$ cat config.mk
export PLATFORM = sky130hd
export DESIGN_NAME = register_file_mp
export DESIGN_NICKNAME = d
export VERILOG_FILES = /design/src/rtl/register_file_mp.sv
export SDC_FILE = /design/constraint.sdc
export NUM_CORES = 2
export LEC_CHECK = 0
export CAP_MARGIN = 10
export CORE_ASPECT_RATIO = 0.8
export CORE_MARGIN = 1
export CORE_UTILIZATION = 40
export DETAILED_ROUTE_END_ITERATION = 8
export SLEW_MARGIN = 20
export SYNTH_ARGS = -nofsm -noshare
export SYNTH_HDL_FRONTEND = slang
export SYNTH_SLANG_ARGS = --single-unit
$ cat constraint.sdc
create_clock -name clk -period 4 [get_ports clk]
set_clock_uncertainty 0.15 [all_clocks]
set_input_delay 1.2 -clock clk [delete_from_list [all_inputs] [get_ports clk]]
set_output_delay 1.2 -clock clk [all_outputs]
set_load 0.02 [all_outputs]
$ cat src/rtl/register_file_mp.sv
// Multi-port register file: N_READ combinational read ports, two write ports,
// optional same-cycle write forwarding, optional hard-wired zero entry, and a
// post-reset clear sequencer that zeroes every entry before raising ready.
module register_file_mp #(
  parameter int W             = 32,
  parameter int W_reg_address = 5,
  parameter int N_READ        = 3,
  parameter int BYPASS        = 1,
  parameter int ZERO_REG      = 1
) (
  input  logic                            clk,
  input  logic                            rst,
  input  logic [N_READ*W_reg_address-1:0] A_rd,
  output logic [N_READ*W-1:0]             RD,
  input  logic [W_reg_address-1:0]        A3,
  input  logic                            WE3,
  input  logic [W-1:0]                    WD3,
  input  logic [W_reg_address-1:0]        A4,
  input  logic                            WE4,
  input  logic [W-1:0]                    WD4,
  output logic                            ready,
  output logic                            wr_conflict
);

  localparam int DEPTH = 2 ** W_reg_address;
  localparam logic [W_reg_address-1:0] ADDR_ZERO = {W_reg_address{1'b0}};
  localparam logic [W_reg_address-1:0] ADDR_LAST = {W_reg_address{1'b1}};
  localparam logic [W_reg_address-1:0] CNT_STEP  = {{(W_reg_address-1){1'b0}}, 1'b1};
  localparam logic [W-1:0]             DATA_ZERO = {W{1'b0}};

  typedef enum logic {
    CLEAR = 1'b0,
    RUN   = 1'b1
  } state_t;

  state_t                   state;
  state_t                   state_next;
  logic [W_reg_address-1:0] cnt;
  logic [W-1:0]             mem [DEPTH];

  logic                     run;
  logic                     clear_last;
  logic                     we3_ok;
  logic                     we4_ok;
  logic                     collision;
  logic [W_reg_address-1:0] rd_addr;
  logic [W-1:0]             rd_word;

  // Qualify write requests: writes only count in RUN, and entry 0 is protected when hard-wired.
  always_comb begin
    run        = (state == RUN);
    clear_last = (cnt == ADDR_LAST);
    collision  = run & WE3 & WE4 & (A3 == A4);
    we3_ok     = run & WE3 & ~((ZERO_REG != 0) && (A3 == ADDR_ZERO));
    we4_ok     = run & WE4 & ~((ZERO_REG != 0) && (A4 == ADDR_ZERO));
  end

  // Next-state logic: CLEAR walks every entry once, then RUN holds until reset.
  always_comb begin
    state_next = state;
    case (state)
      CLEAR: begin
        if (clear_last) begin
          state_next = RUN;
        end else begin
          state_next = CLEAR;
        end
      end
      RUN:     state_next = RUN;
      default: state_next = CLEAR;
    endcase
  end

  // State, clear counter and registered status outputs.
  always_ff @(posedge clk or negedge rst) begin
    if (!rst) begin
      state       <= CLEAR;
      cnt         <= ADDR_ZERO;
      ready       <= 1'b0;
      wr_conflict <= 1'b0;
    end else begin
      state       <= state_next;
      ready       <= (state_next == RUN);
      wr_conflict <= collision;
      if (state == CLEAR) begin
        cnt <= cnt + CNT_STEP;
      end else begin
        cnt <= cnt;
      end
    end
  end

  // Storage update: clear target in CLEAR, otherwise port 0 then port 1 so port 1 wins a collision.
  always_ff @(posedge clk) begin
    if (rst) begin
      if (!run) begin
        mem[cnt] <= DATA_ZERO;
      end
      if (we3_ok) begin
        mem[A3] <= WD3;
      end
      if (we4_ok) begin
        mem[A4] <= WD4;
      end
    end
  end

  // Combinational read ports with zero-entry masking and same-cycle forwarding (port 1 first).
  always_comb begin
    RD      = {(N_READ*W){1'b0}};
    rd_addr = ADDR_ZERO;
    rd_word = DATA_ZERO;
    for (int i = 0; i < N_READ; i++) begin
      rd_addr = A_rd[i*W_reg_address +: W_reg_address];
      if (!run) begin
        rd_word = DATA_ZERO;
      end else if ((ZERO_REG != 0) && (rd_addr == ADDR_ZERO)) begin
        rd_word = DATA_ZERO;
      end else if ((BYPASS != 0) && WE4 && (A4 == rd_addr)) begin
        rd_word = WD4;
      end else if ((BYPASS != 0) && WE3 && (A3 == rd_addr)) begin
        rd_word = WD3;
      end else begin
        rd_word = mem[rd_addr];
      end
      RD[i*W +: W] = rd_word;
    end
  end

endmodule

==> qor.yml <==
final_core_util_pct: 55.5
setup-tns-final_ns: -54.78
r2r-start: "run$_DFF_PN0_"
place.port_buffers: 190
number_of_global_route_vias_before_repair: 55800
drt_pre_antenna_iters: 9
fin_hold_ws_ns: 0.459
relSlewSlack_pct: 60.4
cpMaxStageDelayCell: "o31ai_4"
violations_in_the_final_reports: "DRC, setup timing"
top_level_ports: 191
route.antenna.remaining_nets: 0
post_synth_instance_area_um2: 69200
post_drt_wl_per_cell_um: 36.5
timing_max_transition_violations_final: 0
rsz0062_at_grt: "true"
ys_types: 58
drive_above_1_share_pct: 48.1
num_rows: 136
path_cells: "buf_16 > buf_16 > xor2_4 > nor4_4 > buf_4 > a31oi_4 > buf_12 > buf_12 > buf_8 > o21ai_4 > o31ai_4 > buf_6"
antenna_found_initial: 12
worst-setup-path-type: "input port to primary output"
worstRegToRegCells: 9
nets: 6431
final.min_clock_period_ns: 4.73
critPathLaunch: "A_rd[0]"
clock_sinks: 1031
vias: 58500
postLayoutSetupSlackWorst_ns: -0.728
grt.total_usage_pct: 35.7
status: "finished with violations"
clk_transition_reported_paths_ns: 0.06
multiInputGateArea_um2: 40100
crit_path_end_kind: "primary output"
dp_hpwl_um: 216000
capture_instance_of_the_worst_register_to_register_path: "mem[0][9]$_DFFE_PP_"
cts_tree: "done"
tightest_slew_ns: 0.593
grt_overflow: 0
placeableCoreArea_um2: 172000
p_leak_nw: 34.7
worst_hold_path_type: "flip-flop to flip-flop"
flip_flop_and_latch_area_um2: 30900
layout_worst_path_cycle_share_pct: 118
worst-path-max-fanout: 7
hold_buffers: 0
post-route-drc-count: 2
timing.reg2reg.setup_slack_ns: 1.30
clk_root_buffer_cell: "clkbuf_16"
cts_htree_levels: 3
wirelength_um: 318000
timing.final.setup_violations: 96
vdd_drop_max_mv: 0.335
edff_count_synth: 1024
seq_area_frac_synth_pct: 44.7
fmax_ghz: 0.211
layout.cells.most_common_list: "edfxtp_1 (1024), nand2_1 (914), o21ai_0 (855)"
die_w_um: 467
die_h_um: 374
grt_pass1_wl_um: 438000
syn-instance-count: 5566
synth-warning-count: 0
cp_data_required_time_ns: 2.65
critPathLaunchType: "input port"
post_synth.cell_area_avg_um2: 12.4
ys.flop_type: "edfxtp_1"
fillerInstances: 13400
mostFrequentLayoutCell: "edfxtp_1"
postSynthRegisterBits: 1031
design.die.area_um2: 175000
starting_utilization_of_the_core_area_pct: 40.3
worst_setup_path_endpoint: "RD[2]"
detail_route.iter0.violations: 9321
power-per-cell-area_nw_per_um2: 303
drv.max_cap_violation_count: 0
ys_async_sr_fraction_pct: 0.679
hold_violations: 0
synth_nets: 5661
clk-insertion-delay-late_ns: 0.75
area_growth_from_synthesis_to_layout_pct: 37.8
crit_path_max_incr_delay_ns: 0.55
avgViaCountPerCell: 6.71
cts-buffers-inserted: 112
grt_max_degree: 65
crit_arrival_ns: 3.38
cts_max_path_buffers: 3
finalWeightedCongestion: 0.991
[critical path: cells and delay by family]
| family | cells | cell delay, ns |
|---|---|---|
| AOI/OAI and AO/OA | 3 | 0.80 |
| and+or+nand+nor | 1 | 0.07 |
| buffers and inverters | 7 | 1.10 |
| xor gates and xnor gates | 1 | 0.17 |
[report_power, final]
group | internal [W] | switching, W | leakage (nW)
sequential | 0.0119 | 0.0000108 | 11.1
combinational | 0.00280 | 0.00333 | 21.8
clock | 0.00609 | 0.00476 | 1.81
[cell usage after synthesis (3+ instances only)]
| cell | n | area, µm² |
|---|---|---|
| edfxtp_1 | 1024 | 30700 |
| nand2_1 | 978 | 3670 |
| o21ai_0 | 955 | 4780 |
| mux4_2 | 769 | 17300 |
| clkbuf_1 | 389 | 1460 |
| mux2_2 | 196 | 2210 |
| buf_2 | 160 | 801 |
| mux2i_1 | 132 | 1320 |
| o22ai_1 | 112 | 701 |
| nor2_1 | 108 | 405 |
| buf_1 | 67 | 251 |
| a22oi_1 | 65 | 488 |
| clkbuf_2 | 63 | 315 |
| inv_1 | 36 | 135 |
| nor2b_1 | 34 | 213 |
| o31ai_1 | 33 | 248 |
| a22o_1 | 32 | 280 |
| nand2_4 | 32 | 360 |
| o221ai_1 | 32 | 280 |
| o2bb2ai_1 | 32 | 280 |
| a211oi_1 | 31 | 233 |
| o211a_1 | 31 | 310 |
| o32ai_1 | 31 | 272 |
| mux2_4 | 29 | 435 |
| xnor2_1 | 28 | 245 |
| buf_4 | 19 | 143 |
| o21ai_1 | 17 | 85.1 |
| buf_6 | 14 | 158 |
| nand2b_1 | 13 | 81.3 |
| nor4_1 | 13 | 81.3 |
| o21bai_1 | 11 | 82.6 |
| nor2_2 | 10 | 62.6 |
| xor2_1 | 10 | 87.6 |
| dfrtp_1 | 7 | 175 |
| nand3_1 | 7 | 35.0 |
| or4_1 | 6 | 45.0 |
| nand4_1 | 5 | 31.3 |
| or2_2 | 5 | 31.3 |
| a31oi_4 | 3 | 63.8 |
| or2_1 | 3 | 18.8 |
[per-layer routing]
layer	vias to the layer above	track usage, %	wire length, µm
met1	29100	46.4	112000
met3	1005	12.2	46900
met4	2	19.4	21700
met2	4913	52.3	138000
met5	-	0	7
li1	23400	-	-
[worst min-delay path by stage]
stage          cells after the start               start                 end  slack, ns
6_report                           1  cnt[3]$_DFFE_PN0N_  cnt[3]$_DFFE_PN0N_       0.46
5_1_grt                            1  cnt[3]$_DFFE_PN0N_  cnt[3]$_DFFE_PN0N_       0.50
4_1_cts                            1  cnt[0]$_DFFE_PN0N_  cnt[0]$_DFFE_PN0N_       0.46
3_5_place_dp                       1  cnt[3]$_DFFE_PN0N_  cnt[3]$_DFFE_PN0N_       0.45
3_3_place_gp                       1  cnt[0]$_DFFE_PN0N_  cnt[0]$_DFFE_PN0N_       0.42
2_1_floorplan                      1  cnt[3]$_DFFE_PN0N_  cnt[3]$_DFFE_PN0N_       0.36
[kinds of logic after synthesis]
family	after synthesis	share of synthesized area (%)
xor gates and xnor gates	38	0.481
AOI/OAI and AO/OA	1394	11.9
and+or+nand+nor	1226	7.41
muxes	1126	30.8
adders and majority gates	2	0.0362
buffers and inverters	749	4.73
DFF	1031	44.7
[flip-flops by register name, indices dropped and copies added, names as in the netlist]
| name | count |
|---|---|
| wr_conflict | 1 |
| mem | 1024 |
| run | 1 |
| cnt | 5 |
[layout make-up]
| class | instances | area share (%) |
|---|---|---|
| well taps | 2277 | 2.99 |
| inverters | 36 | 0.142 |
| clock inverters | 75 | 0.793 |
| multi-input cells | 3786 | 42.1 |
| flip-flops and latches | 1031 | 32.5 |
| clock buffers | 133 | 3.09 |
| diodes | 4 | 0.0105 |
| repair buffers | 1369 | 18.4 |
[repair_timing]
item / CTS / global route
pin swaps: 181 / 210
endpoints found under the hold margin: 0 / 0
resized for setup: 1194 / 355
buffers inserted: 168 / 107
cloned: 50 / 16
endpoints found under the setup margin: 96 / 96
[metrics by stage]
step | worst slack (ns) | total power, W | instances | area, µm²
2_1_floorplan | -0.761 | 0.0146 | 5566 | 71200
5_1_grt | -0.709 | 0.0293 | 8707 | 95300
3_3_place_gp | -1.54 | 0.0169 | 8218 | 82600
4_1_cts | -0.680 | 0.0283 | 8625 | 92700
6_report | -0.728 | 0.0289 | 8711 | 95300
3_5_place_dp | -1.47 | 0.0169 | 8218 | 82600
(Power assumes the default switching activity.)
